$ cat config.mk
export PLATFORM = sky130hd
export DESIGN_NAME = pwm_ramp_ctrl
export DESIGN_NICKNAME = d
export VERILOG_FILES = /design/src/rtl/pwm_pkg.sv /design/src/rtl/pwm_ramp_ctrl_core.sv /design/src/rtl/pwm_ramp_ctrl.sv
export SDC_FILE = /design/constraint.sdc
export NUM_CORES = 1
export LEC_CHECK = 0
export BUFFER_PORTS_ARGS = -buffer_cell sky130_fd_sc_hd__clkbuf_2
export CAP_MARGIN = 40
export CORE_MARGIN = 3
export CORE_UTILIZATION = 60
export DETAILED_ROUTE_END_ITERATION = 16
export HOLD_SLACK_MARGIN = 0.02
export PLACE_DENSITY = 0.84
export SYNTH_ARGS = -nofsm -noshare
export SYNTH_HDL_FRONTEND = slang
export SYNTH_SLANG_ARGS = --single-unit
$ cat constraint.sdc
create_clock -name clk -period 3.95 [get_ports clk]
set_input_delay 0.5925 -clock clk [delete_from_list [all_inputs] [get_ports clk]]
set_output_delay 0.5925 -clock clk [all_outputs]
set_load 0.05 [all_outputs]
$ cat src/rtl/pwm_pkg.sv
// rtl/pwm_pkg.sv - shared types and duty slew helper for the PWM ramp controller
package pwm_pkg;

    typedef enum logic [1:0] {
        OFF  = 2'd0,
        IDLE = 2'd1,
        RAMP = 2'd2
    } pwm_state_t;

    // Widest duty the helper handles; callers zero-extend into it and truncate back.
    localparam int SAT_W = 16;
    typedef logic [SAT_W-1:0] sat_t;

    // Next duty on the way from cur to tgt, moving by at most step and never overshooting.
    // The distance is formed one bit wider so the subtraction cannot wrap.
    function automatic sat_t sat_step(input sat_t cur, input sat_t tgt, input sat_t step);
        logic [SAT_W:0] diff;
        sat_t           nxt;
        if (tgt >= cur) begin
            diff = {1'b0, tgt} - {1'b0, cur};
            nxt  = (diff > {1'b0, step}) ? cur + step : tgt;
        end else begin
            diff = {1'b0, cur} - {1'b0, tgt};
            nxt  = (diff > {1'b0, step}) ? cur - step : tgt;
        end
        return nxt;
    endfunction

endpackage

$ cat src/rtl/pwm_ramp_ctrl_core.sv
// rtl/pwm_ramp_ctrl_core.sv - period counter, period_end flag and duty compare
import pwm_pkg::*;

module pwm_core #(
    parameter int PERIOD = 10,
    parameter int DUTY_W = 8
) (
    input  logic              clk,
    input  logic              rst,
    input  logic              enable,
    input  logic [DUTY_W-1:0] cur_duty,
    output logic              dout,
    output logic              period_end
);

    localparam int CNT_W = $clog2(PERIOD);
    localparam logic [CNT_W-1:0] CNT_LAST = CNT_W'(PERIOD - 1);

    logic [CNT_W-1:0] cnt;

    // Free-running period counter, parked at 0 whenever the block is disabled.
    always_ff @(posedge clk or negedge rst) begin
        if (!rst) begin
            cnt <= '0;
        end else if (!enable) begin
            cnt <= '0;
        end else if (cnt == CNT_LAST) begin
            cnt <= '0;
        end else begin
            cnt <= cnt + 1'b1;
        end
    end

    // Output and period flag decode only from the counter and the applied duty register,
    // so duty updates landing on the wrap edge take effect cleanly at cnt=0.
    always_comb begin
        period_end = enable && (cnt == CNT_LAST);
        dout       = enable && (DUTY_W'(cnt) < cur_duty);
    end

endmodule

$ cat src/rtl/pwm_ramp_ctrl.sv
// rtl/pwm_ramp_ctrl.sv - target handshake, slew FSM and PWM output stage
import pwm_pkg::*;

module pwm_ramp_ctrl #(
    parameter int PERIOD = 10,
    parameter int DUTY_W = 8,
    parameter int STEP   = 2
) (
    input  logic              clk,
    input  logic              rst,
    input  logic              enable,
    input  logic              tgt_valid,
    input  logic [DUTY_W-1:0] tgt_duty,
    output logic              tgt_ready,
    output logic              dout,
    output logic [DUTY_W-1:0] cur_duty,
    output logic              busy,
    output logic              period_end
);

    localparam logic [DUTY_W-1:0] PERIOD_D = DUTY_W'(PERIOD);

    pwm_state_t        state;
    logic [DUTY_W-1:0] target;
    logic [DUTY_W-1:0] clamped;
    logic [DUTY_W-1:0] nxt_duty;
    logic              accept;

    // Handshake decode, request clamp and the next slewed duty value.
    always_comb begin
        tgt_ready = enable && (state == IDLE);
        busy      = (state == RAMP);
        accept    = tgt_valid && tgt_ready;
        clamped   = (tgt_duty > PERIOD_D) ? PERIOD_D : tgt_duty;
        nxt_duty  = DUTY_W'(sat_step(sat_t'(cur_duty), sat_t'(target), sat_t'(STEP)));
    end

    // Sequencer: captures targets in IDLE, steps cur_duty only on period_end edges in RAMP.
    // Losing enable abandons everything and parks in OFF with duty cleared.
    always_ff @(posedge clk or negedge rst) begin
        if (!rst) begin
            state    <= OFF;
            cur_duty <= '0;
            target   <= '0;
        end else if (!enable) begin
            state    <= OFF;
            cur_duty <= '0;
            target   <= '0;
        end else begin
            case (state)
                OFF: begin
                    state <= IDLE;
                end
                IDLE: begin
                    if (accept) begin
                        target <= clamped;
                        if (clamped != cur_duty) begin
                            state <= RAMP;
                        end
                    end
                end
                RAMP: begin
                    if (period_end) begin
                        cur_duty <= nxt_duty;
                        if (nxt_duty == target) begin
                            state <= IDLE;
                        end
                    end
                end
                default: begin
                    state <= OFF;
                end
            endcase
        end
    end

    pwm_core #(
        .PERIOD (PERIOD),
        .DUTY_W (DUTY_W)
    ) u_core (
        .clk        (clk),
        .rst        (rst),
        .enable     (enable),
        .cur_duty   (cur_duty),
        .dout       (dout),
        .period_end (period_end)
    );

endmodule

==> summary.md, run 1 <==
| Metric | Value |
|---|---|
| Status | complete, no violations |
| Core footprint | 3850 um2 |
| Num rows | 22 |
| Initial Utilization | 0.656 |
| Max Cap Viol | 0 |
| DRT iter0 DRCs | between 300 and 400 |
| Initial antenna violation count | 0 |
| Max Buffers Root-to-Sink | 2 |
| Peak Freq | about 290 MHz |
| DR vias | between 2000 and 2500 |
| Critical-path top delay cell | or4_1 |
| Power Density | 231 nW/um2 |
| Global-route wire length before repair | approximately 11000 um |
| Sequential share of power | 0.384 |
| Switching Power | 0.000199 W |
| CP top delay family | simple AND/OR/NAND/NOR gates |
| CP max FO | 11 |
| R2r startpoint | cur_duty[0]$_DFFE_PN0P_ |
| Post-route setup slack | approximately 560 ps |
| Sw Ratio | 0.315 |
| Drt via density | 6.36 |
| Drt drc | 0 |
| CP endpoint kind | register |
| Postcts setup bufs | 0 |
| Combinational cell fraction of total power | 0.285 |
| CP peak stage delay | approximately 500 ps |
| Crit path time final | 3390 ps |
| Hold buffer count at CTS | 0 |
| Finished Core Util | 0.712 |
| Syn nets | 360 |
| Fill cells | approximately 310 |
| RSZ-0062 raised after global routing | false |
| Clock share of power | 0.332 |
| Gr usage total | 0.269 |
| Cell Int Power | ~0.00043 W |
| #FFs+latches synth | 22 |
| IO buf count | 23 |
| Antenna viol nets, final | 0 |
| Htree depth | 1 |
| Largest net degree at the start of global routing | 23 |
| Io pins | 24 |
| Asr flop ratio synth | 1.00 |
| Cell area after synthesis | around 2500 um2 |
| CTS clk-pin slew, worst paths | approximately 80 ps |
| Total negative slack | 0 ps |
| CTS root buffer | clkbuf_8 |
| Endpoints failing hold | 0 |
| Worst-margin pin slew | approximately 640 ps |
| Die area | 5020 um2 |
| Worst min-delay path category | input port to asynchronous set/reset pin |
| Detailed placer's ending HPWL | roughly 5300 um |
| Finish-stage setup viols | 0 |
| DRT Pass-1 Iters | 5 |
| Chip Width | 70.9 um |
| PostCTS Resize Cnt | 0 |
| WP data required | between 4000 and 5000 ps |
| Instance count on the critical path | 12 |
| Final Max Tran Viols | 0 |
| Reg2reg path depth | 12 |
| Gate Count Post-Synth | ~320 |
| Ant diodes | 0 |
| Layout Cells excl Fill | 391 |
| Critical-path cell list | inv_1, ha_1, fa_1, o22ai_1, nor4_2, nand3_1, a2111oi_4, a31oi_1, clkbuf_4, a22oi_2, nor3_1, or4_1 |
| Max rail drop VDD | between 200 and 300 uV |
| Synth cell types | 55 |
| GPL Wtd Cong | ~0.9 |
| Rel. slew slack | 0.562 |
| Sequential fraction of the synthesis area | 0.218 |
| Post-synth EDFFs | 0 |
| Syn Area/Cell | just under 8 um2 |
| Ys flop type | dfrtp_1 |
| Critical path buffers and inverters | 2 |
| Vias in the first global route | roughly 2300 |
| Die Y | between 70 and 80 um |
| Setup Crit Path Kind | register to register |
| DRT Wirelength | slightly below 7000 um |
| Grt ovf | 0 |
| Final #Nets | around 380 |
| Routed WL per cell | between 15 and 20 um |
| Clock sink count | 22 |
| Leakage | between 1 and 1.5 nW |
| Layout overhead on the synthesized area | 8.67% |
| Startpoint types | register |
| CTS Buf Count | 3 |
| Final Cycle Share | 0.859 |
| Clock skew | ~2.2 ps |
| Critical Path AT | around 3500 ps |
| Yosys warns | 0 |
| Share of post-route cells with drive strength above 1 | 0.131 |
| Clk_lat worst skew | between 200 and 300 ps |
| Placed Cells | 386 |
| Critical path origin | cur_duty[0]$_DFFE_PN0P_ |
| CTS tree | yes |
| Place WS | 482 ps |
path summary, 6_finish.rpt:
| path | to | slack (ps) |
|---|---|---|
| worst max-delay path | cur_duty[4]$_DFFE_PN0P_ | 560 |
| worst min-delay path | u_core.cnt[1]$_DFF_PN0_ | 290 |
| worst max register to register | cur_duty[4]$_DFFE_PN0P_ | 560 |
| worst min register to register | state[0]$_DFFE_PN0P_ | 540 |
| max in group asynchronous | cur_duty[3]$_DFFE_PN0P_ | 3300 |
| min in group clk | state[0]$_DFFE_PN0P_ | 540 |
final cells by class:
| class | instances | area (um2) | area share |
|---|---|---|---|
| flip-flops and latches | 22 | 551 | 0.201 |
| well taps | 48 | 60.1 | 0.0219 |
| repair buffers | 31 | 175 | 0.0638 |
| clock inverters | 1 | 30.0 | 0.0109 |
| clock buffers | 3 | 41.3 | 0.0150 |
| multi-input cells | 259 | 1790 | 0.651 |
| inverters | 27 | 101 | 0.0369 |
synthesized netlist by cell type (all sizes together), types with 5 or more instances:
library cell  instances  area [um2]
nor2                 24        90.1
xnor2                23         201
inv                  27         101
ha                   24         300
a31oi                 6        37.5
and3                  6        37.5
nand3                16        80.1
a211oi                5        37.5
dfrtp                22         551
nand2b                7        43.8
clkbuf                5        18.8
buf                   9        68.8
o21ai                23         119
nand2                30         115
nor3                  7        35.0
nor2b                 5        31.3
a21oi                24         124
sequential cells by signal, indices dropped and copies added, names as in the netlist:
| signal | count |
|---|---|
| cur_duty | 8 |
| target | 8 |
| u_core.cnt | 4 |
| state | 2 |
placed cells by master, fill, tap and decap left out, types with 3 or more instances in the layout:
master	instances
nand3b_1	3
mux2i_1	3
nor3b_1	4
nor4_1	3
xnor2_1	23
o2111ai_1	4
o21ai_0	20
buf_4	7
a21oi_1	23
a31oi_1	6
nor2_1	24
nand2_1	29
and3_1	6
nand2b_1	7
clkbuf_2	23
nand3_1	16
a211oi_1	5
dfrtp_1	22
ha_1	24
and2_1	3
nor3_1	7
nor2b_1	5
inv_1	27
clkbuf_8	3
o211ai_1	4
logic make-up (layout without fill, tap and decap cells):
| family | Yosys count | in the layout | synth area share |
|---|---|---|---|
| AO/OA/AOI/OAI | 86 | 86 | 0.233 |
| XOR/XNOR | 25 | 25 | 0.0867 |
| multiplexers | 3 | 3 | 0.0119 |
| flip-flops | 22 | 22 | 0.218 |
| adder cells (fa/ha/maj) | 26 | 26 | 0.135 |
| buffers and inverters | 41 | 62 | 0.0748 |
| AND/OR/NAND/NOR | 119 | 119 | 0.241 |
power groups by stage:
stage	logic, W	registers (W)	clock network, W
after floorplan	0.000138	0.000242	0
after detailed placement	0.000172	0.000247	0
after CTS	0.000174	0.000242	0.000212
after global placement	0.000168	0.000246	0
after global routing	0.000195	0.000244	0.000220
final	0.000180	0.000243	0.000210
per-layer routing:
metal,global-route usage,up-vias,wire length [um]
met2,0.436,136,3180
met1,0.394,1150,2930
met3,0.0142,14,580
met5,0,-,0
met4,0.0668,0,77
li1,-,1187,-
per-stage QoR:
| stage | hold WS [ps] | instance area, um2 | power [W] |
|---|---|---|---|
| global placement | 518 | 2670 | 0.000414 |
| finish | 293 | 2750 | 0.000633 |
| floorplan | 297 | 2530 | 0.000380 |
| CTS | 306 | 2740 | 0.000628 |
| global route | 312 | 2750 | 0.000659 |
| detailed placement | 530 | 2670 | 0.000419 |
(Power assumes the default switching activity.)
==> run 2: changes to the inputs <==
--- a/config.mk
+++ b/config.mk
@@ -5,13 +5,15 @@
 export SDC_FILE = /design/constraint.sdc
 export NUM_CORES = 1
 export LEC_CHECK = 0
+export ABC_AREA = 1
 export BUFFER_PORTS_ARGS = -buffer_cell sky130_fd_sc_hd__clkbuf_2
 export CAP_MARGIN = 40
 export CORE_MARGIN = 3
 export CORE_UTILIZATION = 60
 export DETAILED_ROUTE_END_ITERATION = 16
 export HOLD_SLACK_MARGIN = 0.02
-export PLACE_DENSITY = 0.84
+export PLACE_DENSITY = 0.83
+export SLEW_MARGIN = 20
 export SYNTH_ARGS = -nofsm -noshare
 export SYNTH_HDL_FRONTEND = slang
 export SYNTH_SLANG_ARGS = --single-unit
==> summary.md, run 2 <==
| Metric | Value |
|---|---|
| CP endpoint kind | register |
| Asr flop ratio synth | 1.00 |
| Syn Area/Cell | 6.42 um2 |
| Drt via density | between 5 and 6 |
| Gr usage total | 0.283 |
| Chip Width | a little over 70 um |
| CP peak stage delay | approximately 500 ps |
| Yosys warns | 0 |
| Dominant cells by area after synthesis | dfrtp_1, nand2_1, ha_1 |
| R2r setup slk | about 690 ps |
| Critical-path cell list | inv_1, ha_1, nand2_1, inv_1, nand2_1, nand2_1, nand2_1, nand2_1, nand2_1, nand3_1, buf_4, inv_1, nand3_1, nand2_1, nand2_1, nand2_1, nand2_1, nor2_1, nand3_2, nand2_1, nand2_1 |
| Vias in the first global route | about 2600 |
| CTS tree | yes |
| Leakage | between 1.5 and 2 nW |
| DRT Pass-1 Iters | 5 |
| Synth cell types | 37 |
| Instance count on the critical path | 21 |
| CP top delay family | simple AND/OR/NAND/NOR gates |
| Total negative slack | 0 ps |
| Critical-path top delay cell | dfrtp_1 |
| Place WS | about 770 ps |
| Initial antenna violation count | 0 |
| DRT iter0 DRCs | 230 |
| CTS clk-pin slew, worst paths | approximately 80 ps |
| Post-route setup slack | approximately 690 ps |
| Most common cell after layout, fill and taps aside | nand2_1 |
| Syn nets | approximately 450 |
| Rel. slew slack | 0.631 |
| Fill cells | between 300 and 400 |
| Status | complete, no violations |
| Drt drc | 0 |
| Initial Utilization | 0.643 |
| Core footprint | just over 4000 um2 |
| Yosys top cell area share | 0.207 |
| Top cells by count, synth | nand2_1, inv_1, nand3_1 |
| Endpoints failing hold | 0 |
| DRT Wirelength | 7110 um |
| Finish-stage setup viols | 0 |
| Final Cycle Share | 0.825 |
| Layout overhead on the synthesized area | 7.05% |
| CP max FO | 13 |
| R2r startpoint | cur_duty[2]$_DFFE_PN0P_ |
| Startpoint types | register |
| Largest regs | cur_duty: 8 flops, target: 8 flops, u_core.cnt: 4 flops |
| Max Buffers Root-to-Sink | 2 |
| Critical path origin | cur_duty[2]$_DFFE_PN0P_ |
| Die area | about 5300 um2 |
| RR Endpoint | state[1]$_DFFE_PN0P_ |
| Die Y | 72.6 um |
| Io pins | 24 |
| Sequential fraction of the synthesis area | 0.207 |
| IO buf count | 23 |
| Num rows | 23 |
| #FFs+latches synth | 22 |
| Power Density | around 260 nW/um2 |
| RSZ-0062 raised after global routing | false |
| PostCTS Resize Cnt | 0 |
| Worst-margin pin slew | 554 ps |
| WP data required | 4110 ps |
| Htree depth | 1 |
| Critical path buffers and inverters | 4 |
| Top-count cell post-synth | nand2_1 |
| Antenna viol nets, final | 0 |
| Final #Nets | roughly 480 |
| Setup Crit Path Kind | register to register |
| Cell area after synthesis | between 2000 and 3000 um2 |
| Total power | ~0.00075 W |
| Clock sink count | 22 |
| Hold buffer count at CTS | 0 |
| Max rail drop VDD | between 200 and 250 uV |
| Routed WL per cell | about 15 um |
| Postcts setup bufs | 0 |
| Area leader, netlist | dfrtp_1 |
| Worst min-delay path category | input port to asynchronous set/reset pin |
| GPL Wtd Cong | ~0.95 |
| CTS root buffer | clkbuf_8 |
| Reg2reg path depth | 21 |
| DR vias | approximately 2900 |
| Gate Count Post-Synth | 415 |
| Share of post-route cells with drive strength above 1 | 0.108 |
| Max Cap Viol | 0 |
| Post-synth EDFFs | 0 |
| Final Max Tran Viols | 0 |
| Clock skew | between 6 and 7 ps |
| Grt ovf | 0 |
| Hold Slack | ~300 ps |
| Peak Freq | 307 MHz |
| Ant diodes | 0 |
| Crit path time final | approximately 3300 ps |
| Detailed placer's ending HPWL | around 5600 um |
| Largest net degree at the start of global routing | 23 |
| Most frequent cells in the layout | nand2_1, inv_1, nand3_1 |
| Clk_lat worst skew | 260 ps |
| Most frequent CP cell | nand2_1 |
| Critical Path AT | 3420 ps |
| Ys flop type | dfrtp_1 |
| Global-route wire length before repair | 11900 um |
| CTS Buf Count | 3 |
| Critical Path End | state[1]$_DFFE_PN0P_ |
-- run 2: area by class of cell --
class | count | area, um2 | share of cell area
Sequential cell | 22 | 551 | 0.193
Multi-Input combinational cell | 326 | 1840 | 0.647
Inverter | 61 | 229 | 0.0803
Timing Repair Buffer | 24 | 123 | 0.0430
Clock buffer | 3 | 41.3 | 0.0145
Tap cell | 50 | 62.6 | 0.0219
-- run 2: worst min-delay path by stage --
stage | to | slack [ps] | depth (start not counted)
3_5_place_dp | u_core.cnt[0]$_DFF_PN0_ | 530 | 1
4_1_cts | cur_duty[7]$_DFFE_PN0P_ | 310 | 1
5_1_grt | target[7]$_DFFE_PN0P_ | 340 | 1
2_1_floorplan | cur_duty[0]$_DFFE_PN0P_ | 300 | 0
6_report | target[7]$_DFFE_PN0P_ | 300 | 1
3_3_place_gp | u_core.cnt[0]$_DFF_PN0_ | 510 | 1
-- run 2: report_power, final --
| part | total (W) | internal (W) | switching [W] |
|---|---|---|---|
| Sequential | 0.000241 | 0.000232 | 0.00000820 |
| Clock | 0.000136 | 0.0000679 | 0.0000680 |
| Combinational | 0.000373 | 0.000118 | 0.000255 |
| Total | 0.000750 | 0.000419 | 0.000331 |
-- run 2: layer usage --
| metal | part of all wire | global-route usage |
|---|---|---|
| met5 | 0 | 0 |
| met3 | 0.086 | 0.0262 |
| met4 | 0.017 | 0.0799 |
| met2 | 0.48 | 0.475 |
| met1 | 0.42 | 0.388 |
-- run 2: per-stage QoR --
step | util | cell area (um2) | std cells
2_1_floorplan | - | 2660 | 415
3_3_place_gp | 0.678 | 2810 | 483
3_5_place_dp | 0.678 | 2810 | 483
4_1_cts | 0.688 | 2850 | 486
5_1_grt | 0.688 | 2850 | 486
6_report | 0.688 | 2850 | 486
-- run 2: cell families after synthesis --
kind of cell,count (synthesis),synth area share
and+or+nand+nor,250,0.438
adders and majority gates,26,0.128
buffers and inverters,67,0.101
xor gates and xnor gates,13,0.0428
AOI/OAI and AO/OA,37,0.0836
DFF,22,0.207
-- run 2: worst reg2reg max path, stage by stage, from the launching register on --
cell	delay [ps]
dfrtp_1	510
inv_1	210
ha_1	460
nand2_1	120
inv_1	80
nand2_1	80
nand2_1	90
nand2_1	90
nand2_1	50
nand2_1	90
nand3_1	70
buf_4	190
inv_1	310
nand3_1	160
nand2_1	120
nand2_1	50
nand2_1	80
nand2_1	80
nor2_1	120
nand3_2	100
nand2_1	70
nand2_1	40
